===== src/rtl/inst_prefetch_queue.sv =====
`default_nettype none
// ============================================================================
//  Module      : inst_prefetch_queue
//  Description : Instruction prefetch buffer between the instruction memory
//                port and the IF/ID register. Issues sequential word fetches
//                ahead of the core, queues returned words with their PC, and
//                flushes/restarts on a taken-branch redirect.
//                Optional build macro IPQ_BYPASS_EN: when the queue is empty,
//                a live memory response is forwarded straight to fetch_*.
//  Revision    : 1.0 - initial release
// ============================================================================
module inst_prefetch_queue #(
   parameter int          DEPTH    = 4,
   parameter logic [31:0] RESET_PC = 32'h0
) (
   input  logic        clock,
   input  logic        reset,
   output logic        imem_req_valid,
   output logic [31:0] imem_req_addr,
   input  logic        imem_req_ready,
   input  logic        imem_resp_valid,
   input  logic [31:0] imem_resp_data,
   output logic        fetch_valid,
   output logic [31:0] fetch_ir,
   output logic [31:0] fetch_pc,
   output logic [31:0] fetch_pcplus4,
   input  logic        fetch_ready,
   input  logic        redirect,
   input  logic [31:0] redirect_pc
);

   localparam int c_AW = $clog2(DEPTH);
   localparam int c_CW = c_AW + 1;
   localparam logic [c_CW-1:0] c_DEPTH_CNT = c_CW'(DEPTH);
   localparam logic [c_CW:0]   c_DEPTH_SUM = (c_CW + 1)'(DEPTH);
   localparam logic [c_AW-1:0] c_PTR_ONE   = c_AW'(1);
   localparam logic [c_CW-1:0] c_CNT_ONE   = c_CW'(1);

   // Architectural state
   logic [31:0]     r_req_pc;
   logic [c_AW-1:0] r_head;
   logic [c_AW-1:0] r_tail;
   logic [c_CW-1:0] r_count;
   logic [c_CW-1:0] r_outstanding;
   logic [c_CW-1:0] r_drop;
   logic [31:0]     r_ir_q [DEPTH];
   logic [31:0]     r_pc_q [DEPTH];

   // Derived control
   logic [c_CW-1:0] w_pend;
   logic [31:0]     w_exp_pc;
   logic [c_CW:0]   w_sum;
   logic            w_req_fire;
   logic            w_empty;
   logic            w_resp_keep;
   logic            w_resp_drop;
   logic            w_byp_take;
   logic            w_push;
   logic            w_pop;
   logic [c_CW-1:0] w_out_after_resp;

   // Live (non-dropped) requests are contiguous, so the oldest one's PC is
   // req_pc minus four per pending live request; no per-request PC FIFO needed.
   assign w_pend   = r_outstanding - r_drop;
   assign w_exp_pc = r_req_pc - {{(30 - c_CW){1'b0}}, w_pend, 2'b00};

   assign w_sum          = {1'b0, r_count} + {1'b0, r_outstanding};
   assign imem_req_valid = !reset && !redirect && (w_sum < c_DEPTH_SUM);
   assign imem_req_addr  = r_req_pc;
   assign w_req_fire     = imem_req_valid && imem_req_ready;

   assign w_empty     = (r_count == '0);
   assign w_resp_keep = imem_resp_valid && (r_drop == '0);
   assign w_resp_drop = imem_resp_valid && (r_drop != '0);

`ifdef IPQ_BYPASS_EN
   logic w_byp;
   assign w_byp      = w_empty && w_resp_keep && !redirect;
   assign w_byp_take = w_byp && fetch_ready;

   // Head presentation, with an empty queue forwarding a live response
   always_comb begin
      fetch_valid = 1'b0;
      fetch_ir    = 32'h0;
      fetch_pc    = w_exp_pc;
      if (!w_empty) begin
         fetch_valid = 1'b1;
         fetch_ir    = r_ir_q[r_head];
         fetch_pc    = r_pc_q[r_head];
      end else if (w_byp) begin
         fetch_valid = 1'b1;
         fetch_ir    = imem_resp_data;
      end
   end
`else
   assign w_byp_take = 1'b0;

   // Head presentation; an empty queue shows a nop at the next expected PC
   always_comb begin
      fetch_valid = 1'b0;
      fetch_ir    = 32'h0;
      fetch_pc    = w_exp_pc;
      if (!w_empty) begin
         fetch_valid = 1'b1;
         fetch_ir    = r_ir_q[r_head];
         fetch_pc    = r_pc_q[r_head];
      end
   end
`endif

   assign fetch_pcplus4 = fetch_pc + 32'd4;

   assign w_push           = w_resp_keep && !w_byp_take;
   assign w_pop            = fetch_ready && !w_empty;
   assign w_out_after_resp = r_outstanding - c_CW'(imem_resp_valid);

   // Pointer, counter and fetch-address update; redirect overrides all else
   always_ff @(negedge clock) begin
      if (reset) begin
         r_req_pc      <= RESET_PC;
         r_head        <= '0;
         r_tail        <= '0;
         r_count       <= '0;
         r_outstanding <= '0;
         r_drop        <= '0;
      end else if (redirect) begin
         // Every response still in flight belongs to the wrong path.
         r_req_pc      <= redirect_pc & 32'hFFFF_FFFC;
         r_head        <= '0;
         r_tail        <= '0;
         r_count       <= '0;
         r_outstanding <= w_out_after_resp;
         r_drop        <= w_out_after_resp;
      end else begin
         if (w_req_fire) begin
            r_req_pc <= r_req_pc + 32'd4;
         end
         r_outstanding <= r_outstanding + c_CW'(w_req_fire) - c_CW'(imem_resp_valid);
         if (w_resp_drop) begin
            r_drop <= r_drop - c_CNT_ONE;
         end
         if (w_push) begin
            r_tail <= r_tail + c_PTR_ONE;
         end
         if (w_pop) begin
            r_head <= r_head + c_PTR_ONE;
         end
         r_count <= r_count + c_CW'(w_push) - c_CW'(w_pop);
      end
   end

   // Queue storage write at the tail
   always_ff @(negedge clock) begin
      if (!reset && !redirect && w_push) begin
         r_ir_q[r_tail] <= imem_resp_data;
         r_pc_q[r_tail] <= w_exp_pc;
      end
   end

   // The request throttle must keep every response landing in a free slot
   a_no_overflow : assert property (@(negedge clock) disable iff (reset)
      !(w_push && !redirect && !w_pop && (r_count == c_DEPTH_CNT)));

endmodule
`default_nettype wire

===== config.mk =====
export PLATFORM = sky130hd
export DESIGN_NAME = inst_prefetch_queue
export DESIGN_NICKNAME = d
export VERILOG_FILES = /design/src/rtl/inst_prefetch_queue.sv
export SDC_FILE = /design/constraint.sdc
export NUM_CORES = 1
export LEC_CHECK = 0
export CORE_AREA = 2 2 150 210
export CTS_BUF_LIST = sky130_fd_sc_hd__clkbuf_16
export DETAILED_ROUTE_END_ITERATION = 6
export DIE_AREA = 0 0 152 212
export GPL_TIMING_DRIVEN = 0
export PLACE_DENSITY_LB_ADDON = 0.2
export SKIP_LAST_GASP = 1
export SYNTH_ARGS = -nofsm -noshare
export SYNTH_HDL_FRONTEND = slang
export SYNTH_SLANG_ARGS = --single-unit

===== constraint.sdc =====
create_clock -name clock -period 10.5 [get_ports clock]
set_input_delay 1.05 -clock clock [delete_from_list [all_inputs] [get_ports clock]]
set_output_delay 1.05 -clock clock [all_outputs]
set_load 0.01 [all_outputs]

==> summary.md, run 1 <==
| Metric | Value |
|---|---|
| Row cnt | `76` |
| Critical path endpoint category | `output port` |
| Clock slew seen by the registers of the worst setup and hold paths | `30 ps` |
| Grt met2 use | `40.4%` |
| Routed vias | `10,845` |
| CTS tree | `yes` |
| Die height | `212 um` |
| Final Setup Violations | `23` |
| RSZ-0062 raised after global routing | `true` |
| Met1 Use GR | `24.8%` |
| Worst path required time | `9450 ps` |
| Post-DP HPWL | `24.7 mm` |
| Final nets | `1,705` |
| Yosys cell types | `69` |
| Wirelength, routed | `38.0 mm` |
| Syn avg cell area | `13.5 um^2` |
| Synth area leader | `edfxtp_1` |
| Starting DRT DRC Count | `692` |
| Core area | `30,500 um^2` |
| Layout cell share with drive strength beyond 1 | `21.4%` |
| Hold Worst Slack | `533 ps` |
| Total CTS buffers | `30` |
| Cts-stage hold buffer count | `0` |
| ANT nets after route | `0` |
| Wire length per cell | `18.8 um` |
| Final hold vios | `0` |
| Worst-case vdd ir drop | `0.000127 V` |
| Finished Core Util | `64.2%` |
| Initial antenna violation count | `0` |
| Layout Area Growth over Synthesis | `42.2%` |
| Final WS setup | `-521 ps` |
| Skew final | `58.2 ps` |
| Critical path class | `flip-flop to output port` |
| Gr usage total | `22.8%` |
| GPL Wtd Cong | `0.878` |
| Largest net degree at the start of global routing | `44` |
| CTS H-tree depth | `1` |
| Root buf cell | `clkbuf_16` |
| Crit path DAT | `9970 ps` |
| Max_cap viols | `0` |
| Syn Std Cell Area | `13,800 um^2` |
| Die area | `32,200 um^2` |
| Clk_lat worst skew | `650 ps` |
| Worst-Margin Slew | `788 ps` |
| Worst slew margin | `47.0%` |
| Pleak | `0.00827 uW` |
| # IOs | `200` |
| First-pass DRT Iterations | `5` |
| Ys flop type | `edfxtp_1` |
| Yosys top cell area share | `54.1%` |
| Top-count cell post-synth | `edfxtp_1` |
| Vias per cell | `5.36` |
| Vias in the first global route | `11,529` |
| Critical Path Source Type | `flip-flop` |
| Power consumption | `3970 uW` |
| PortBufs | `189` |
| Drc violations | `0` |
| Slew Limit Fails | `0` |
| GRT Residual Overflow | `0` |
| Synth cell count leaders | `248 x edfxtp_1, 76 x nor2_1, 69 x nand2_1` |
| Met3 layer usage reported by global route | `6.01%` |
| Synth async-reset ratio | `0%` |
| Diodes inserted | `0` |
| Post-synthesis cell count | `1,018` |
| Die Wd | `152 um` |
| Status | `complete, but fails checks` |
| First-pass GRT wire length | `57.7 mm` |
| Failing checks | `setup timing` |
| Flops & latches, synth | `293` |
| Starting Density | `45.1%` |
| CTS Buffer Depth | `3` |
| Top cells by area, synth | `edfxtp_1 54%, mux4_2 9.8%, dfxtp_1 6.5%` |
| Cell Pwr Density | `203 nW/um^2` |
| Ys Warns | `0` |
| Crit path max fanout | `8` |
| Clk sinks | `293` |
| Hold Path Class | `flip-flop to flip-flop` |
| Post-synthesis sequential area ratio | `60.6%` |
| Gr busiest metal | `met2` |
| EDFF count, synth | `248` |
flip-flops by register name, indices dropped and copies added, names as in the netlist, named ones only:
register       cells
r_ir_q           128
r_pc_q           120
imem_req_addr     30
r_count            3
r_drop             3
r_outstanding      3
r_head             2
r_tail             2
cells in the final DEF (no fill, tap or decap), types with 37 or more instances in the layout:
cell type / n
nor2_1: 71
buf_4: 66
nand2_1: 66
clkdlybuf4s50_1: 148
and2_1: 41
clkbuf_1: 37
edfxtp_1: 248
mux4_2: 60
inv_1: 327
dfxtp_1: 43
per-stage QoR:
| stage | cell area [um^2] | TNS, ps | std cells | setup WS [ps] |
|---|---|---|---|---|
| 3_3_place_gp | 16200 | -61530 | 1602 | -2090 |
| 5_1_grt | 19600 | -13180 | 2025 | -733 |
| 2_1_floorplan | 13800 | 0 | 1023 | 192 |
| 4_1_cts | 19000 | -22950 | 1998 | -706 |
| 6_report | 19600 | -7670 | 2025 | -521 |
| 3_5_place_dp | 16300 | -34500 | 1606 | -2150 |
routing by layer:
layer / vias to the layer above / part of all wire, %
li1: 5022 / -
met1: 5314 / 38
met2: 436 / 52
met5: - / 0
met4: 0 / 3.3
met3: 73 / 6.3
kinds of logic after synthesis:
logic type,synth area share (%)
AOI/OAI and AO/OA,5.72
adders and majority gates,2.40
buffers and inverters,3.26
muxes,11.1
other,0.0272
xor gates and xnor gates,4.25
and+or+nand+nor,12.6
DFF,60.6
report_power, final:
group / switching [uW] / leakage (uW) / internal, uW / total, uW
Sequential: 20.2 / 0.00262 / 1330 / 1350
Combinational: 554 / 0.00358 / 485 / 1040
Clock: 756 / 0.00207 / 825 / 1580
Total: 1330 / 0.00827 / 2640 / 3970
worst paths after layout:
check | startpoint | endpoint | slack [ps] | cells past startpoint
worst max-delay path | r_outstanding[0] | fetch_pcplus4[22] | -520 | 19
worst min-delay path | r_head[1] | flip-flop | 530 | 2
worst min register to register | r_head[1] | flip-flop | 530 | 2
worst max register to register | r_outstanding[2] | r_outstanding[2] | 6090 | 17
area by class of cell:
class | instances | area [um^2]
fill | 2350 | 10900
sequential | 293 | 8350
multi-input combinational | 621 | 5580
timing repair buffer | 266 | 2520
clock inverter | 319 | 1420
clock buffer | 30 | 751
tap | 390 | 488
buffer | 70 | 357
inverter | 36 | 135
critical path, cell delays in order (launching register included):
cell,delay [ps]
dfxtp_2,320
inv_2,80
ha_4,130
inv_2,30
fa_2,340
xnor2_2,140
xnor2_1,190
ha_1,300
a211o_1,300
or3_4,350
buf_8,150
o41ai_2,430
a221oi_2,130
o2111ai_2,370
buf_4,190
nor4_4,40
buf_6,130
and2b_1,170
xnor2_1,160
buf_2,160
what timing repair did:
action | 4_1_cts | 5_1_grt
setup endpoints to repair | 87 | 78
resized for setup | 171 | 113
pin swaps | 37 | 34
setup buffers | 45 | 30
Note: power is estimated with default switching activity, not from simulation.
==> run 2: changes to the inputs <==
Settings changed: DONT_BUFFER_PORTS set to 1.
Clock period 10.5 ns to 13.8 ns, I/O delays scaled along.
==> summary.md, run 2 (synthesis gave the netlist of run 1 again) <==
| Metric | Value |
|---|---|
| Status | `finished, final reports clean` |
| CTS Buffer Depth | `3 (unchanged)` |
| Comb power frac | `17.5% (-8.6 points)` |
| Clock slew seen by the registers of the worst setup and hold paths | `40 ps (about the same)` |
| Layout Area Growth over Synthesis | `20.5%` |
| Reg2reg path depth | `17 (unchanged)` |
| Number of fill cells | `2,653 (+13%)` |
| Top delay family on crit path | `simple AND/OR/NAND/NOR gates` |
| Initial antenna violation count | `0 (unchanged)` |
| Cell Pwr Density | `162 nW/um^2 (-20%)` |
| Slew Limit Fails | `0 (unchanged)` |
| Commonest non-fill, non-tap cell in the layout | `inv_1` |
| Clk_lat worst skew | `620 ps (-30 ps)` |
| Hold Path Class | `flip-flop to flip-flop` |
| Crit path DAT | `12,030 ps (+2060 ps)` |
| Worst path required time | `12,420 ps (+2970 ps)` |
| Most frequent cells in the layout | `336 x inv_1, 248 x edfxtp_1, 76 x nor2_1` |
| GPL Wtd Cong | `0.912 (+3.9%)` |
| Post-DP HPWL | `24.5 mm (-0.59%)` |
| RSZ-0062 raised after global routing | `false` |
| Diodes inserted | `0 (unchanged)` |
| CP startpoint | `r_outstanding[0]` |
| Slowest library cell on the worst path | `or4_1` |
| Placement Cell Area | `14,400 um^2 (-12%)` |
| GRT Residual Overflow | `0 (unchanged)` |
| Critical path class | `flip-flop to output port` |
| Critical path endpoint | `fetch_pcplus4[17]` |
| Max FFs per register | `128 (unchanged)` |
| Worst-case vdd ir drop | `0.0000980 V (-23%)` |
| Final nets | `1,451 (-15%)` |
| # IOs | `200 (unchanged)` |
| Wirelength, routed | `35.9 mm (-5.4%)` |
| Cts-stage hold buffer count | `0 (unchanged)` |
| Vias per cell | `5.50 (+2.6%)` |
| Critical path buffers and inverters | `3 (-3)` |
| Row cnt | `76 (unchanged)` |
| CTS tree | `yes` |
| Starting DRT DRC Count | `544 (-21%)` |
| Critical path endpoint category | `output port` |
| CTS H-tree depth | `1 (unchanged)` |
| CP Depth | `16 (-3)` |
| Layout cell share with drive strength beyond 1 | `12.5% (-8.9 points)` |
| ANT nets after route | `0 (unchanged)` |
| First-pass GRT wire length | `55.1 mm (-4.5%)` |
| Skew final | `23.7 ps (-34.5 ps)` |
| Critical R2R Launch | `r_outstanding[2]` |
| Die height | `212 um (unchanged)` |
| CP peak stage delay | `410 ps (-20 ps)` |
| Pint | `1790 uW (-32%)` |
| First-pass DRT Iterations | `5 (unchanged)` |
| Clk pwr share | `44.0% (+4.2 points)` |
| Gr usage total | `22.1% (-0.70 points)` |
| Pleak | `0.00682 uW (-18%)` |
| Starting Density | `45.1% (unchanged)` |
| Vias in the first global route | `10,661 (-7.5%)` |
| Worst r2r dst | `r_outstanding[2]` |
| Die Wd | `152 um (unchanged)` |
| CP Cell Sequence | `inv_1 -> ha_1 -> inv_1 -> fa_1 -> xnor2_1 -> xnor2_1 -> ha_1 -> a211o_1 -> or3_1 -> buf_2 -> or4_1 -> nand3_1 -> nand4b_1 -> or2_2 -> nor2_1 -> xor2_1` |
| Sw power | `901 uW (-32%)` |
| Root buf cell | `clkbuf_16` |
| Routed vias | `9,721 (-10%)` |
| Finished Core Util | `54.4% (-9.8 points)` |
| Worst slew margin | `39.3% (-7.7 points)` |
| Final Setup Violations | `0 (-100%)` |
| Die area | `32,200 um^2 (unchanged)` |
| Reg2Reg Setup Slack | `9090 ps (+3000 ps)` |
| Top reg by flops | `r_ir_q` |
| Final hold vios | `0 (unchanged)` |
| Largest net degree at the start of global routing | `47 (+6.8%)` |
| Critical Path Source Type | `flip-flop` |
| Max_cap viols | `0 (unchanged)` |
| Core area | `30,500 um^2 (unchanged)` |
| PortBufs | `0 (-100%)` |
| Crit path max fanout | `10 (+2)` |
| Sequential share of power | `38.4% (+4.3 points)` |
| Clk sinks | `293 (unchanged)` |
| Design area | `16,600 um^2 (-15%)` |
| Wire length per cell | `20.3 um (+8.3%)` |
| Switch share | `33.5% (+0.037 points)` |
| Drc violations | `0 (unchanged)` |
| Total CTS buffers | `31 (+3.3%)` |
| Worst-Margin Slew | `904 ps (+116 ps)` |
==> run 2: worst min-delay path by stage <==
| stage | startpoint | endpoint | depth (start not counted) |
|---|---|---|---|
| 4_1_cts | r_head[1] | r_head[1] | 2 |
| 3_5_place_dp | r_head[1] | flip-flop | 2 |
| 6_report | r_head[1] | r_head[1] | 2 |
| 3_3_place_gp | r_head[1] | r_head[1] | 2 |
| 2_1_floorplan | r_head[1] | flip-flop | 2 |
| 5_1_grt | r_head[1] | r_head[1] | 2 |
==> run 2: power groups by stage <==
| stage | registers, uW | logic, uW | clock network [uW] |
|---|---|---|---|
| 2_1_floorplan | 1040 | 336 | 126 |
| 3_3_place_gp | 1040 | 461 | 126 |
| 3_5_place_dp | 1040 | 468 | 126 |
| 4_1_cts | 1030 | 473 | 1230 |
| 5_1_grt | 1030 | 514 | 1330 |
| 6_report | 1030 | 471 | 1180 |
==> run 2: worst reg2reg max path: stages, from the launching register on <==
cell and delay (ps):
dfxtp_1 420, ha_1 260, or3_1 300, a311oi_1 700
and2_1 220, clkbuf_1 440, inv_1 120, clkbuf_1 280
clkbuf_1 360, ha_1 370, inv_1 60, ha_1 130
inv_1 50, fa_1 370, xnor2_1 130, o21ai_0 190
xnor2_1 140, nor2_1 50
==> run 2: stage by stage <==
stage | total power [uW] | cells | setup TNS [ps] | worst slack [ps] | hold WS [ps]
2_1_floorplan | 1500 | 1023 | 0 | 1510 | 485
3_3_place_gp | 1630 | 1413 | -4040 | -768 | 508
3_5_place_dp | 1640 | 1417 | -4090 | -751 | 523
4_1_cts | 2740 | 1765 | 0 | 22.4 | 540
5_1_grt | 2880 | 1769 | 0 | 42.3 | 573
6_report | 2690 | 1769 | 0 | 391 | 540
==> run 2: what timing repair did <==
action                                  in CTS  in global routing
setup buffers                                1                  4
gates resized for setup                     10                  3
gates cloned                                 0                  0
endpoints found under the setup margin      13                 16
pin swaps                                    1                  2
==> run 2: final cells by class <==
type	count	area, um^2	area share [%]
timing repair buffer	9	133	0.799
buffer	72	319	1.92
multi-input combinational	621	5030	30.3
clock buffer	31	776	4.67
clock inverter	317	1370	8.24
tap	390	488	2.94
inverter	36	135	0.814
sequential	293	8350	50.3
==> run 2: layer usage <==
metal | track usage (%) | part of all wire [%] | vias to the layer above
li1 | - | - | 4517
met1 | 22.2 | 36 | 4729
met2 | 39.0 | 52 | 406
met3 | 8.05 | 8.3 | 69
met4 | 13.9 | 3.6 | 0
met5 | 0 | 0 | -
